==> config.mk <==
export PLATFORM = sky130hd
export DESIGN_NAME = idma_wr_sync_top
export DESIGN_NICKNAME = d
export VERILOG_FILES = /design/src/rtl/idma_wr_sync_top.sv
export SDC_FILE = /design/constraint.sdc
export NUM_CORES = 1
export LEC_CHECK = 0
export CORE_AREA = 2 2 170 172
export CTS_CLUSTER_DIAMETER = 150
export CTS_CLUSTER_SIZE = 8
export DETAILED_ROUTE_END_ITERATION = 6
export DIE_AREA = 0 0 172 174
export PLACE_DENSITY_LB_ADDON = 0.05
export SLEW_MARGIN = 40
export SYNTH_ARGS = -nofsm -noshare
export SYNTH_HDL_FRONTEND = slang
export SYNTH_SLANG_ARGS = --single-unit
==> constraint.sdc <==
create_clock -name aclk -period 8.2 [get_ports aclk]
set_input_delay 1.64 -clock aclk [delete_from_list [all_inputs] [get_ports aclk]]
set_output_delay 1.64 -clock aclk [all_outputs]
set_load 0.005 [all_outputs]
==> src/rtl/idma_wr_sync_top.sv <==
// rtl/idma_wr_sync_top.sv - AXI4 write-master DMA engine: job split into INCR bursts, AW/W/B handling, done pulse
// Optional: `define IDMA_WR_BRESP_ERR_EN to record B error responses on wr_err.
module idma_wr_sync_top #(
  parameter int AXI_DW     = 128,
  parameter int AXI_AW     = 32,
  parameter int AXI_IDW    = 8,
  parameter int AXI_LENW   = 8,
  parameter int STRBW      = AXI_DW / 8,
  parameter int MAX_BURST  = 16,
  parameter int OUTSTD_MAX = 8
) (
  input  logic                aclk,
  input  logic                areset,
  input  logic                wr_req,
  input  logic [AXI_AW-1:0]   wr_addr,
  input  logic [31:0]         wr_num,
  output logic                wr_addr_ready,
  input  logic [3:0]          wr_cfg_outstd,
  input  logic                wr_data_valid,
  input  logic [AXI_DW-1:0]   wr_data,
  input  logic [STRBW-1:0]    wr_strb,
  output logic                wr_data_ready,
  output logic                m_awvalid,
  input  logic                m_awready,
  output logic [AXI_IDW-1:0]  m_awid,
  output logic [AXI_AW-1:0]   m_awaddr,
  output logic [AXI_LENW-1:0] m_awlen,
  output logic [2:0]          m_awsize,
  output logic [1:0]          m_awburst,
  output logic                m_wvalid,
  input  logic                m_wready,
  output logic [AXI_DW-1:0]   m_wdata,
  output logic [STRBW-1:0]    m_wstrb,
  output logic                m_wlast,
  input  logic                m_bvalid,
  input  logic [AXI_IDW-1:0]  m_bid,
  input  logic [1:0]          m_bresp,
  output logic                m_bready,
  output logic                wr_busy,
  output logic                wr_done_intr,
  output logic                wr_err
);

  localparam int SZ  = $clog2(STRBW);
  localparam int OCW = $clog2(OUTSTD_MAX + 1);
  localparam int PW  = (OUTSTD_MAX > 1) ? $clog2(OUTSTD_MAX) : 1;
  localparam logic [AXI_AW-1:0] ALIGN_MASK = AXI_AW'(STRBW - 1);

  typedef enum logic [1:0] {IDLE, ISSUE, DRAIN} state_t;

  state_t               state, state_nxt;
  logic [AXI_AW-1:0]    addr;
  logic [31:0]          rem;
  logic [OCW-1:0]       outstd;
  logic [OCW-1:0]       limit;
  logic                 aw_hold;

  logic [AXI_LENW-1:0]  fifo_mem [OUTSTD_MAX];
  logic [PW-1:0]        wptr, rptr;
  logic [OCW-1:0]       fifo_cnt;
  logic                 fifo_full, fifo_ne;
  logic [AXI_LENW-1:0]  beat_cnt;

  logic [12:0]          bytes_to_4k;
  logic [31:0]          beats_to_4k, burst_len;
  logic                 job_accept, aw_fire, b_fire, w_fire, w_pop;

  always_comb begin
    bytes_to_4k = 13'h1000 - {1'b0, addr[11:0]};
    beats_to_4k = 32'(bytes_to_4k) >> SZ;
    burst_len   = rem;
    if (burst_len > 32'(MAX_BURST)) burst_len = 32'(MAX_BURST);
    if (burst_len > beats_to_4k)    burst_len = beats_to_4k;
  end

  always_comb begin
    limit = OCW'(1);
    if (wr_cfg_outstd == 4'd0)                    limit = OCW'(1);
    else if (32'(wr_cfg_outstd) > 32'(OUTSTD_MAX)) limit = OCW'(OUTSTD_MAX);
    else                                           limit = OCW'(wr_cfg_outstd);
  end

  assign fifo_full = (fifo_cnt == OCW'(OUTSTD_MAX));
  assign fifo_ne   = (fifo_cnt != '0);

  // Once offered, AW stays valid until accepted even if the limit is lowered meanwhile.
  assign m_awvalid  = (state == ISSUE) && (rem != 32'd0) &&
                      (aw_hold || ((outstd < limit) && !fifo_full));
  assign aw_fire    = m_awvalid & m_awready;
  assign b_fire     = m_bvalid && (outstd != '0);
  assign job_accept = (state == IDLE) && wr_req;

  assign m_awid    = '0;
  assign m_awaddr  = addr;
  assign m_awlen   = AXI_LENW'(burst_len - 32'd1);
  assign m_awsize  = 3'(SZ);
  assign m_awburst = 2'b01;
  assign m_bready  = 1'b1;

  assign m_wvalid      = wr_data_valid & fifo_ne;
  assign wr_data_ready = m_wready & fifo_ne;
  assign m_wdata       = wr_data;
  assign m_wstrb       = wr_strb;
  assign m_wlast       = fifo_ne && (beat_cnt == fifo_mem[rptr]);
  assign w_fire        = m_wvalid & m_wready;
  assign w_pop         = w_fire & m_wlast;

  assign wr_addr_ready = (state == IDLE);
  assign wr_busy       = (state != IDLE);

  always_comb begin
    state_nxt    = state;
    wr_done_intr = 1'b0;
    case (state)
      IDLE:  if (wr_req) state_nxt = (wr_num == 32'd0) ? DRAIN : ISSUE;
      ISSUE: if ((rem == 32'd0) || (aw_fire && (burst_len == rem))) state_nxt = DRAIN;
      DRAIN: if (!fifo_ne && (outstd == '0)) begin
        wr_done_intr = 1'b1;
        state_nxt    = IDLE;
      end
      default: state_nxt = IDLE;
    endcase
  end

  always_ff @(posedge aclk) begin
    if (areset) begin
      state   <= IDLE;
      addr    <= '0;
      rem     <= '0;
      outstd  <= '0;
      aw_hold <= 1'b0;
    end else begin
      state   <= state_nxt;
      aw_hold <= m_awvalid & ~m_awready;
      if (job_accept) begin
        addr <= wr_addr & ~ALIGN_MASK;
        rem  <= wr_num;
      end else if (aw_fire) begin
        addr <= addr + (AXI_AW'(burst_len) << SZ);
        rem  <= rem - burst_len;
      end
      case ({aw_fire, b_fire})
        2'b10:   outstd <= outstd + OCW'(1);
        2'b01:   outstd <= outstd - OCW'(1);
        default: outstd <= outstd;
      endcase
    end
  end

  // Burst-length FIFO holds len-1 so the head compares directly with the beat counter.
  always_ff @(posedge aclk) begin
    if (aw_fire) fifo_mem[wptr] <= AXI_LENW'(burst_len - 32'd1);
  end

  always_ff @(posedge aclk) begin
    if (areset) begin
      wptr     <= '0;
      rptr     <= '0;
      fifo_cnt <= '0;
      beat_cnt <= '0;
    end else begin
      if (aw_fire) wptr <= (wptr == PW'(OUTSTD_MAX - 1)) ? '0 : wptr + PW'(1);
      if (w_pop)   rptr <= (rptr == PW'(OUTSTD_MAX - 1)) ? '0 : rptr + PW'(1);
      case ({aw_fire, w_pop})
        2'b10:   fifo_cnt <= fifo_cnt + OCW'(1);
        2'b01:   fifo_cnt <= fifo_cnt - OCW'(1);
        default: fifo_cnt <= fifo_cnt;
      endcase
      if (w_fire) beat_cnt <= m_wlast ? '0 : beat_cnt + AXI_LENW'(1);
    end
  end

`ifdef IDMA_WR_BRESP_ERR_EN
  logic err_q;
  logic unused_b;
  assign unused_b = ^{m_bid, m_bresp[0]};

  always_ff @(posedge aclk) begin
    if (areset)                       err_q <= 1'b0;
    else if (job_accept)              err_q <= 1'b0;
    else if (m_bvalid && m_bresp[1])  err_q <= 1'b1;
  end
  assign wr_err = err_q;
`else
  logic unused_b;
  assign unused_b = ^{m_bid, m_bresp};
  assign wr_err   = 1'b0;
`endif

endmodule
==> run summary, run 1 <==
DR vias/cell: 5.38
worst r2r src: rem[14]
cells on worst reg2reg path: 21
Min-Delay Path Class: register to register
Power Total: 3.02 mW
r2r setup slk: 2.12 ns
Antenna Violating Nets Remaining: 0
Static Leak: 4.89 nW
io pins: 435
Achievable Freq: 0.145 GHz
maximum VDD drop: 130 uV
share of post-route cells with drive strength above 1: 0.0564
Hold Path Sink: rem[14]
worst hold start: rem[14]
Area Overhead vs Synth: 10.2%
Crit. End Element: output pin
Max FO, Critical Path: 10
DR pass1 iterations: 5
post-synthesis register bit count: 152
fin. max-slew vios: 0
outcome: complete, no violations
grt ovf: 0
TritonCTS clock tree: yes
Die W: 172 um
uppermost layer routed: met5
WHS Path Cells: 2
register area share after synthesis: 0.326
classification of the worst setup path: register to output pin
Synth Flop Type: dfxtp_1
CP Launch Type: register
Worst Path Arrival: 5.25 ns
H-tree Lvls: 4
clock latency on the worst-skew pair: 0.44 ns
RSZ-0062 raised after global routing: false
Buf+Inv Stages, Crit Path: 2
Rel. slew slack: 0.491
FP Rows: 62
port bufs: 113
vias in the first global route: 8,625
Clock Skew: 0.0139 ns
Gates resized, CTS repair: 0
R2R Path End: m_awaddr[28]
yosys warns: 0
root buffer cell: clkbuf_16
largest net degree at the start of global routing: 47
vias after detailed routing: 8,753
met3 routed WL: 2.71 mm
maximum clock path buffer count: 2
core area: 28,200 um2
crit path max-delay cell type: clkdlybuf4s50_1
setup TNS: 0 ns
met2 routed WL: 13.9 mm
max_cap viols: 0
gpl congestion: 0.826
Final setup viols: 0
first-pass GRT wire length: 48.9 mm
routed len/inst: 19.3 um
cell area after synthesis: 11,300 um2
area occupied by multi-input gates: 6280 um2
Power Density: 242 nW/um2
Crit path required time: 6.56 ns
Crit path max-delay family: simple AND/OR/NAND/NOR gates
Metal-1 WL: 14.3 mm
Detailed Place HPWL: 23.6 mm
initial antenna violation count: 3
number of synthesized flops with an enable pin: 64
slew of the pin with the lowest slew margin: 0.759 ns
gr usage total: 0.212
final net count: 1,545
Hold Buf Count CTS: 0
initial DRC count: 581
DIE AREA: 29,900 um2
Total Routed Length: 31.4 mm
post-synth cell types: 77
critical-path cell list: nor4_1 -> nand4_1 -> nor2_1 -> and2_1 -> ha_1 -> nor2b_1 -> o21a_1 -> o21a_1 -> o21ai_0 -> a21boi_1 -> nand2_1 -> o21ai_0 -> inv_1 -> ha_1 -> nand4_1 -> xnor2_1 -> clkdlybuf4s50_1
Initial Util: 0.401
Syn Area/Cell: 9.17 um2
Post-Syn Instances: 1,234
CP max stage delay: 0.65 ns
Post-CTS Setup Inserts: 0
CTS buffer count: 17
final count of hold timing violations: 0
hold_ws: 0.485 ns
FF/Latch Area: 3680 um2
ys async rst share: 0
DR DRC count: 0
Die Y: 174 um
Reg clk slew, reported paths: 0.07 ns
period utilization: 0.840
fin util: 0.442
Clock Sinks: 152
# fillers: 2,821
post-route minimum period: 6.89 ns
metal layers:
metal / up-vias / track usage
met2: 267 / 0.319
li1: 4315 / -
met3: 50 / 0.0879
met5: - / 0.0351
met4: 4 / 0.0455
met1: 4117 / 0.282
synthesized netlist by cell type, drive strengths merged, types with 5 or more instances:
library cell  count  area share
a22oi            43       0.029
mux2i            15       0.013
a21o             25       0.017
clkbuf           32       0.012
xnor2            40       0.031
mux4             16       0.035
nor4             25       0.015
nor3             25       0.011
nor2             72       0.024
nand2b           12      0.0066
o21bai            7      0.0046
buf             176        0.12
nor2b            11      0.0061
or3              16      0.0088
nand3b            6      0.0040
nand2            73       0.024
a2111oi           6      0.0046
a31oi             9      0.0050
a211oi           10      0.0066
o211ai            7      0.0046
edfxtp           64        0.17
and2              6      0.0033
a21boi            5      0.0033
o21a             11      0.0073
xor2             32       0.025
dfxtp            88        0.16
a21oi           100       0.045
o21ai            41       0.018
ha               83       0.092
nand3            16      0.0071
o22ai            18       0.010
inv              50       0.017
nand4            15      0.0088
and3             12      0.0067
cell type report:
type | count | area share
multi-input combinational | 884 | 0.504
sequential | 152 | 0.295
timing repair buffer | 124 | 0.0985
clock buffer | 20 | 0.0401
tap | 384 | 0.0385
inverter | 50 | 0.0150
clock inverter | 12 | 0.00803
antenna | 2 | 0.000401
tightest hold or removal path: stages, from the launching register on:
cell	delay, ns
dfxtp_1	0.33
nand2_1	0.06
a21oi_1	0.05
worst max-delay path by stage:
| stage | start | end | slack [ns] | depth (start not counted) |
|---|---|---|---|---|
| floorplan | m_awaddr[4] | m_awlen[6] | 2.84 | 14 |
| global placement | rem[17] | m_awlen[6] | 1.75 | 17 |
| detailed placement | rem[17] | m_awlen[6] | 1.76 | 17 |
| CTS | rem[17] | m_awlen[6] | 1.24 | 17 |
| global route | rem[14] | m_awlen[6] | 0.91 | 17 |
| finish | rem[14] | m_awlen[6] | 1.31 | 17 |
power breakdown:
part	switching, mW	total (mW)	internal (mW)	leakage [nW]
combinational	0.703	1.23	0.525	3.31
clock	0.363	0.812	0.450	0.293
sequential	0.0603	0.977	0.917	1.29
metrics by stage:
step	instance area (um2)	worst slack, ns	cells
global route	12500	0.909	1626
floorplan	11500	2.84	1295
detailed placement	11900	1.76	1594
CTS	12500	1.24	1626
global placement	11800	1.75	1593
finish	12500	1.31	1628
cells in the final DEF, fill, tap and decap left out, drive strengths merged, types with 18 or more instances in the layout:
cell,instances
inv,56
o22ai,18
clkbuf,20
a21o,25
xnor2,40
a21oi,100
nor3,25
nor4,25
a22oi,43
o21ai,41
ha,83
conb,63
dfxtp,88
nand2,73
clkdlybuf4s50,112
nor2,72
xor2,32
edfxtp,64
registers in the layout, summed over array words and instances, names as in the netlist, named ones only:
register and cells:
aw_hold 1, fifo_mem 64, rptr 3, rem 32
outstd 4, fifo_cnt 4, state 2, beat_cnt 8
wptr 3, m_awaddr 28
kinds of logic (layout without fill, tap and decap cells):
family	Yosys count	count (layout)	synth area share
buf+inv	259	206	0.145
xor+xnor	72	72	0.0557
fa+ha+maj	87	87	0.0989
flops	152	152	0.326
other cells	2	65	0.000664
simple gates	307	307	0.138
mux	33	33	0.0508
compound gates	322	322	0.185
Power figures use the tool's default switching activity.
==> inputs of run 2 (changes only) <==
- CORE_AREA: 2 2 170 172 -> default
- CORE_ASPECT_RATIO: default -> 0.8
- CORE_UTILIZATION: default -> 41
- DIE_AREA: 0 0 172 174 -> default
- clock period: 8.2 -> 5.8 ns (I/O delays scaled with it)
==> run 2 against run 1 <==
  * Non-clock buffer count rose by 40
  * Critical path depth unchanged
  * Global-route usage grew 2.1 points
  * Critical path type unchanged
  * First-iteration DRC count is 26% lower
  * Highest routed layer unchanged
  * Register-to-register slack lost 1.6 ns
==> run summary, run 2 (synthesized netlist as in run 1, its figures left out) <==
period utilization: 0.946
RSZ-0062 raised after global routing: false
first-pass GRT wire length: 50.3 mm (+3.0%)
Area Overhead vs Synth: 12.4%
maximum clock path buffer count: 2 (unchanged)
Inst Count DP: 1,605 (+0.69%)
DR pass1 iterations: 5 (unchanged)
Power Density: 346 nW/um2 (+43%)
vias after detailed routing: 8,995 (+2.8%)
TritonCTS clock tree: yes
commonest non-fill, non-tap cell in the layout: clkdlybuf4s50_1
clock latency on the worst-skew pair: 0.45 ns (about the same)
area occupied by multi-input gates: 6340 um2 (+0.86%)
clock share of power: 0.242 (-0.027)
port bufs: 113 (unchanged)
Clock Skew: 0.0141 ns (+0.000259 ns)
Clock Sinks: 152 (unchanged)
ANT cells: 0 (-2)
FF/Latch Area: 3680 um2 (unchanged)
maximum VDD drop: 228 uV (+75%)
Total Routed Length: 32.9 mm (+4.7%)
post-route minimum period: 5.49 ns
grt ovf: 0 (unchanged)
Final setup viols: 0 (unchanged)
Worst Path Arrival: 4.33 ns (-0.92 ns)
r2r setup slk: 0.51 ns (-1.61 ns)
max reg flops: 64 (unchanged)
slew of the pin with the lowest slew margin: 0.834 ns (+0.0752 ns)
gpl congestion: 0.839 (+1.6%)
vias in the first global route: 8,700 (+0.87%)
Non-Filler Instances: 1,639 (+0.68%)
final count of hold timing violations: 0 (unchanged)
FP Rows: 53 (-15%)
Die W: 188 um (+9.1%)
H-tree Lvls: 4 (unchanged)
Antenna Violating Nets Remaining: 0 (unchanged)
switching share of total power: 0.376 (+0.00331)
Static Leak: 5.08 nW (+3.7%)
gr usage total: 0.233 (+0.0211)
io pins: 435 (unchanged)
DR vias/cell: 5.49 (+2.1%)
DIE AREA: 28,300 um2 (-5.5%)
Max FO, Critical Path: 6 (-4)
Reg power frac: 0.313 (-0.011)
Psw: 1.66 mW (+47%)
Min-Delay Path Class: register to register
Gate power share: 0.445 (+0.038)
Die Y: 151 um (-13%)
setup TNS: 0 ns (unchanged)
max_cap viols: 0 (unchanged)
CP Launch Type: register
Achievable Freq: 0.182 GHz
Hold Buf Count CTS: 0 (unchanged)
Crit. End Element: output pin
Biggest register: fifo_mem
CTS buffer count: 17 (unchanged)
routed len/inst: 20.1 um (+4.0%)
Initial Util: 0.424 (+0.0237)
fin. max-slew vios: 0 (unchanged)
share of post-route cells with drive strength above 1: 0.0905 (+0.0341)
Reg clk slew, reported paths: 0.07 ns (about the same)
Crit path required time: 4.64 ns (-1.92 ns)
outcome: complete, no violations
commonest non-fill, non-tap cells in the layout: clkdlybuf4s50_1 (111), a21oi_1 (99), dfxtp_1 (87), ha_1 (82), nand2_1 (73)
initial antenna violation count: 0 (-3)
Detailed Place HPWL: 25.3 mm (+7.3%)
largest net degree at the start of global routing: 49 (+4.3%)
final net count: 1,585 (+2.6%)
# fillers: 2,596 (-8.0%)
classification of the worst setup path: register to output pin
Int Power: 2.74 mW (+45%)
DR DRC count: 0 (unchanged)
initial DRC count: 431 (-26%)
root buffer cell: clkbuf_16
Rel. slew slack: 0.440 (-0.0503)
core area: 26,700 um2 (-5.6%)
==> run 2: cell count changes in the layout (fill, tap and decap cells not counted), sizes merged, moves of 2 or more <==
cell      previous run  this run
clkbuf              20        18
clkinvlp             2         4
diode                2         0
buf                 12        52
==> run 2: worst max-delay path, cell delays in order (launching register included) <==
cell             delay, ns
dfxtp_1               0.34
nor4_2                0.26
buf_4                 0.15
nand4_1               0.21
nor2_4                0.22
inv_1                 0.13
ha_1                  0.22
a21o_1                0.17
a21o_1                0.19
a211oi_2              0.31
a21boi_4              0.13
mux2_4                0.34
inv_2                 0.11
ha_2                  0.23
nand2_1               0.07
xnor2_1               0.15
buf_4                 0.15
clkdlybuf4s50_1       0.51
==> run 2: layer usage <==
metal | wire (um) | track usage | vias up
li1 | - | - | 4405
met3 | 2010 | 0.0515 | 86
met2 | 14800 | 0.372 | 262
met5 | 40 | 0.0105 | -
met4 | 990 | 0.0963 | 2
met1 | 15100 | 0.306 | 4240
==> run 2: area by class of cell <==
type,instances,share of cell area
inverter,50,0.0148
sequential,152,0.290
timing repair buffer,164,0.119
tap,357,0.0351
clock inverter,14,0.00905
clock buffer,18,0.0338
multi-input combinational,884,0.499
==> run 2: power groups by stage <==
stage,Combinational (mW),Sequential [mW],Clock [mW]
floorplan,1.26,1.38,0
global placement,1.91,1.39,0
detailed placement,1.91,1.40,0
CTS,1.93,1.37,1.09
global route,2.18,1.39,1.14
finish,1.96,1.38,1.06
==> run 2: repair_timing <==
| action | CTS | global route |
|---|---|---|
| endpoints found under the setup margin | 4 | 5 |
| pin swaps | 0 | 2 |
| buffers inserted | 0 | 2 |
| resized for setup | 4 | 13 |
==> run 2: path summary, 6_finish.rpt <==
| kind | cells after the start | end | start |
|---|---|---|---|
| min reg2reg | 2 | register | rptr[0] |
| max | 17 | m_awlen[4] | rem[14] |
| min | 2 | register | rptr[0] |
| max reg2reg | 23 | m_awaddr[28] | rem[14] |
==> run 2: per-stage QoR <==
stage	hold WS [ns]	instance area (um2)	power (mW)	util	setup WS (ns)
finish	0.474	12700	4.40	0.477	0.313
global route	0.504	12700	4.71	0.477	0.0267
global placement	0.467	12100	3.30	0.452	0.173
CTS	0.486	12600	4.39	0.474	0.0215
detailed placement	0.472	12100	3.30	0.453	0.146
floorplan	0.449	11500	2.64	-	0.626
==> inputs of run 3 (changes only) <==
- ABC_AREA: default -> 1
- CORE_UTILIZATION: 41 -> 42
- HOLD_SLACK_MARGIN: default -> 0.03
==> run 3 against run 2 <==
  * Register-to-register slack gained 0.42 ns
  * Fmax increased by 1.3%
  * Setup slack gained 0.069 ns
  * Sequential power rose by 25%
  * Routed wire length up 35%
  * Non-clock buffer count decreased by 27
  * Hold slack improved by 0.0044 ns
  * Total power increased by 64%
  * Area after synthesis is 12% higher
  * Final cell count rose by 36%
  * Sequential cell count unchanged
  * Sequential share of layout area fell by 2.2 points
  * Highest routed layer unchanged
==> run summary, run 3 <==
grt ovf: 0 (unchanged)
Rel. slew slack: 0.511 (+0.0710)
post-synthesis compound-gate area fraction: 0.122 (-0.0634)
Synth Flop Type: dfxtp_1
period utilization: 0.934 (-0.0118)
H-tree Lvls: 4 (unchanged)
gr usage total: 0.286 (+0.0526)
post-synthesis simple-gate area fraction: 0.293 (+0.155)
cell area after synthesis: 12,600 um2 (+12%)
initial antenna violation count: 0 (unchanged)
fin util: 0.468 (-0.00884)
Psw: 3.53 mW (+110%)
synth top area cells: edfxtp_1 (15%), dfxtp_1 (14%), nand2_1 (13%)
clock latency on the worst-skew pair: 0.45 ns (about the same)
top cell type's share of synthesized area: 0.152 (-0.0177)
Reg power frac: 0.240 (-0.073)
Achievable Freq: 0.185 GHz (+1.3%)
Clock Skew: 0.0166 ns (+0.00242 ns)
ys async rst share: 0 (unchanged)
area occupied by multi-input gates: 7040 um2 (+11%)
Post-Syn Instances: 1,825 (+48%)
Reg clk slew, reported paths: 0.07 ns (about the same)
first-pass GRT wire length: 64.6 mm (+28%)
FF/Latch Area: 3680 um2 (about the same)
final count of hold timing violations: 0 (unchanged)
Synth Area in Adders: 0.0885 (-0.0103)
io pins: 435 (unchanged)
r2r setup slk: 0.93 ns (+0.42 ns)
number of synthesized flops with an enable pin: 64 (unchanged)
post-synthesis register bit count: 152 (unchanged)
gpl congestion: 1.00 (+19%)
core area: 29,400 um2 (+10%)
worst hold start: fifo_cnt[0]
post-route minimum period: 5.42 ns (-0.0686 ns)
RSZ-0062 raised after global routing: false
Area Overhead vs Synth: 9.04%
main combinational cell family by area after synthesis: simple AND/OR/NAND/NOR gates
cell accounting for the most synthesized area: edfxtp_1
WHS Path Cells: 1 (-1)
Antenna Violating Nets Remaining: 0 (unchanged)
R2R Path End: rem[26]
CP Launch Type: register
root buffer cell: clkbuf_16
FP Rows: 56 (+5.7%)
mux cell area share after synthesis: 0 (-0.0508)
DIE AREA: 30,800 um2 (+8.9%)
initial DRC count: 1,014 (+140%)
slew of the pin with the lowest slew margin: 0.732 ns (-0.102 ns)
Die W: 196 um (+4.3%)
maximum VDD drop: 282 uV (+24%)
post-synth cell types: 46 (-40%)
register area share after synthesis: 0.292 (-0.0340)
port bufs: 113 (unchanged)
routed len/inst: 19.9 um (-0.91%)
Int Power: 3.70 mW (+35%)
crit path to: m_awlen[6]
max reg flops: 64 (unchanged)
DR vias/cell: 5.23 (-4.7%)
# fillers: 3,041 (+17%)
Max FO, Critical Path: 10 (+4)
cells on worst reg2reg path: 30 (+30%)
Worst Path Arrival: 4.26 ns (-0.07 ns)
Static Leak: 6.24 nW (+23%)
yosys warns: 0 (unchanged)
TritonCTS clock tree: yes
Die Y: 157 um (+4.3%)
outcome: complete, no violations
DR DRC count: 0 (unchanged)
ANT cells: 0 (unchanged)
Gate power share: 0.612 (+0.167)
switching share of total power: 0.489 (+0.112)
Critical path origin: rem[16]
Post-synth top cells: nand2_1 (425), nor2_1 (219), inv_1 (191), buf_4 (166), nand3_1 (129)
Crit path required time: 4.64 ns (about the same)
vias in the first global route: 10,500 (+20%)
largest net degree at the start of global routing: 59 (+20%)
Total Routed Length: 44.4 mm (+35%)
setup TNS: 0 ns (unchanged)
Hold Buf Count CTS: 0 (unchanged)
Clock Sinks: 152 (unchanged)
Biggest register: fifo_mem
Crit. End Element: output pin
fin. max-slew vios: 0 (unchanged)
final net count: 2,156 (+36%)
max_cap viols: 0 (unchanged)
Detailed Place HPWL: 35.8 mm (+42%)
maximum clock path buffer count: 2 (unchanged)
top-count cell post-synth: nand2_1
share of post-route cells with drive strength above 1: 0.0513 (-0.0392)
worst r2r src: rem[16]
Synth Area in XOR/XNOR: 0.0291 (-0.0266)
commonest non-fill, non-tap cells in the layout: nand2_1 (422), nor2_1 (213), inv_1 (191), nand3_1 (129), clkdlybuf4s50_1 (112)
Final setup viols: 0 (unchanged)
DR pass1 iterations: 7 (+2)
Power Total: 7.23 mW (+64%)
Syn Area/Cell: 6.92 um2 (-25%)
Min-Delay Path Class: register to register
commonest non-fill, non-tap cell in the layout: nand2_1
CTS buffer count: 17 (unchanged)
Initial Util: 0.429 (+0.00482)
Power Density: 525 nW/um2 (+52%)
classification of the worst setup path: register to output pin
clock share of power: 0.149 (-0.093)
vias after detailed routing: 11,700 (+30%)
## run 3: critical path, cell delays in order, from the launching register on
cell and delay (ns):
dfxtp_1 0.33, nor2_2 0.29, nand3_1 0.11, nor2_1 0.10, nand2_1 0.17, nor4_2 0.21
buf_4 0.17, inv_1 0.04, ha_1 0.26, nand2_1 0.04, nor2_1 0.11, nand2_1 0.07
nand2_1 0.06, nand2_1 0.04, nand2_1 0.15, nand2_2 0.17, nand2_1 0.11, o21ai_1 0.09
inv_1 0.08, ha_1 0.19, inv_1 0.07, nor2_1 0.13, nand3_1 0.11, nand2_2 0.18
clkdlybuf4s50_1 0.53
## run 3: cells by family (layout without fill, tap and decap cells)
group / count (synthesis) / count (layout)
adder cells (fa/ha/maj): 87 / 87
buffers and inverters: 397 / 364
AO/OA/AOI/OAI: 270 / 270
XOR/XNOR: 42 / 42
flip-flops: 152 / 152
AND/OR/NAND/NOR: 875 / 875
other: 2 / 63
## run 3: final cells by class
| type | instances | area share |
|---|---|---|
| tap | 377 | 0.0342 |
| multi-input combinational | 1337 | 0.511 |
| clock inverter | 14 | 0.00799 |
| clock buffer | 18 | 0.0312 |
| inverter | 195 | 0.0533 |
| timing repair buffer | 137 | 0.0948 |
| sequential | 152 | 0.267 |
## run 3: layer usage
layer / GRT usage / up-vias / wire length, um
met5: 0.0113 / - / 46
met4: 0.116 / 2 / 1550
met3: 0.0696 / 107 / 4030
met2: 0.400 / 447 / 17300
met1: 0.415 / 5264 / 21400
li1: - / 5846 / -
## run 3: power groups by stage
stage	clock network, mW	logic, mW	registers [mW]
after floorplan	0	2.88	1.69
after global placement	0	4.29	1.75
after detailed placement	0	4.30	1.75
after CTS	1.09	4.32	1.73
after global routing	1.13	4.92	1.76
final	1.07	4.42	1.73
## run 3: worst min-delay path by stage
| stage | slack (ns) | end |
|---|---|---|
| final | 0.48 | fifo_cnt[0] |
| after CTS | 0.48 | fifo_cnt[0] |
| after global routing | 0.51 | rem[13] |
| after global placement | 0.47 | fifo_cnt[0] |
| after detailed placement | 0.47 | fifo_cnt[0] |
| after floorplan | 0.44 | fifo_cnt[0] |
## run 3: repair_timing
action | in CTS | in global routing
resized for setup | 0 | 9
buffers inserted | 0 | 1
endpoints found under the setup margin | 0 | 7
## run 3: metrics by stage
| stage | instance area, um2 | instances | hold WS, ns | setup slack, ns |
|---|---|---|---|---|
| floorplan | 12900 | 1886 | 0.444 | 1.48 |
| global placement | 13200 | 2197 | 0.468 | 0.500 |
| detailed placement | 13200 | 2197 | 0.468 | 0.535 |
| CTS | 13700 | 2229 | 0.479 | 0.0288 |
| global route | 13800 | 2230 | 0.506 | 0.0112 |
| finish | 13800 | 2230 | 0.479 | 0.382 |
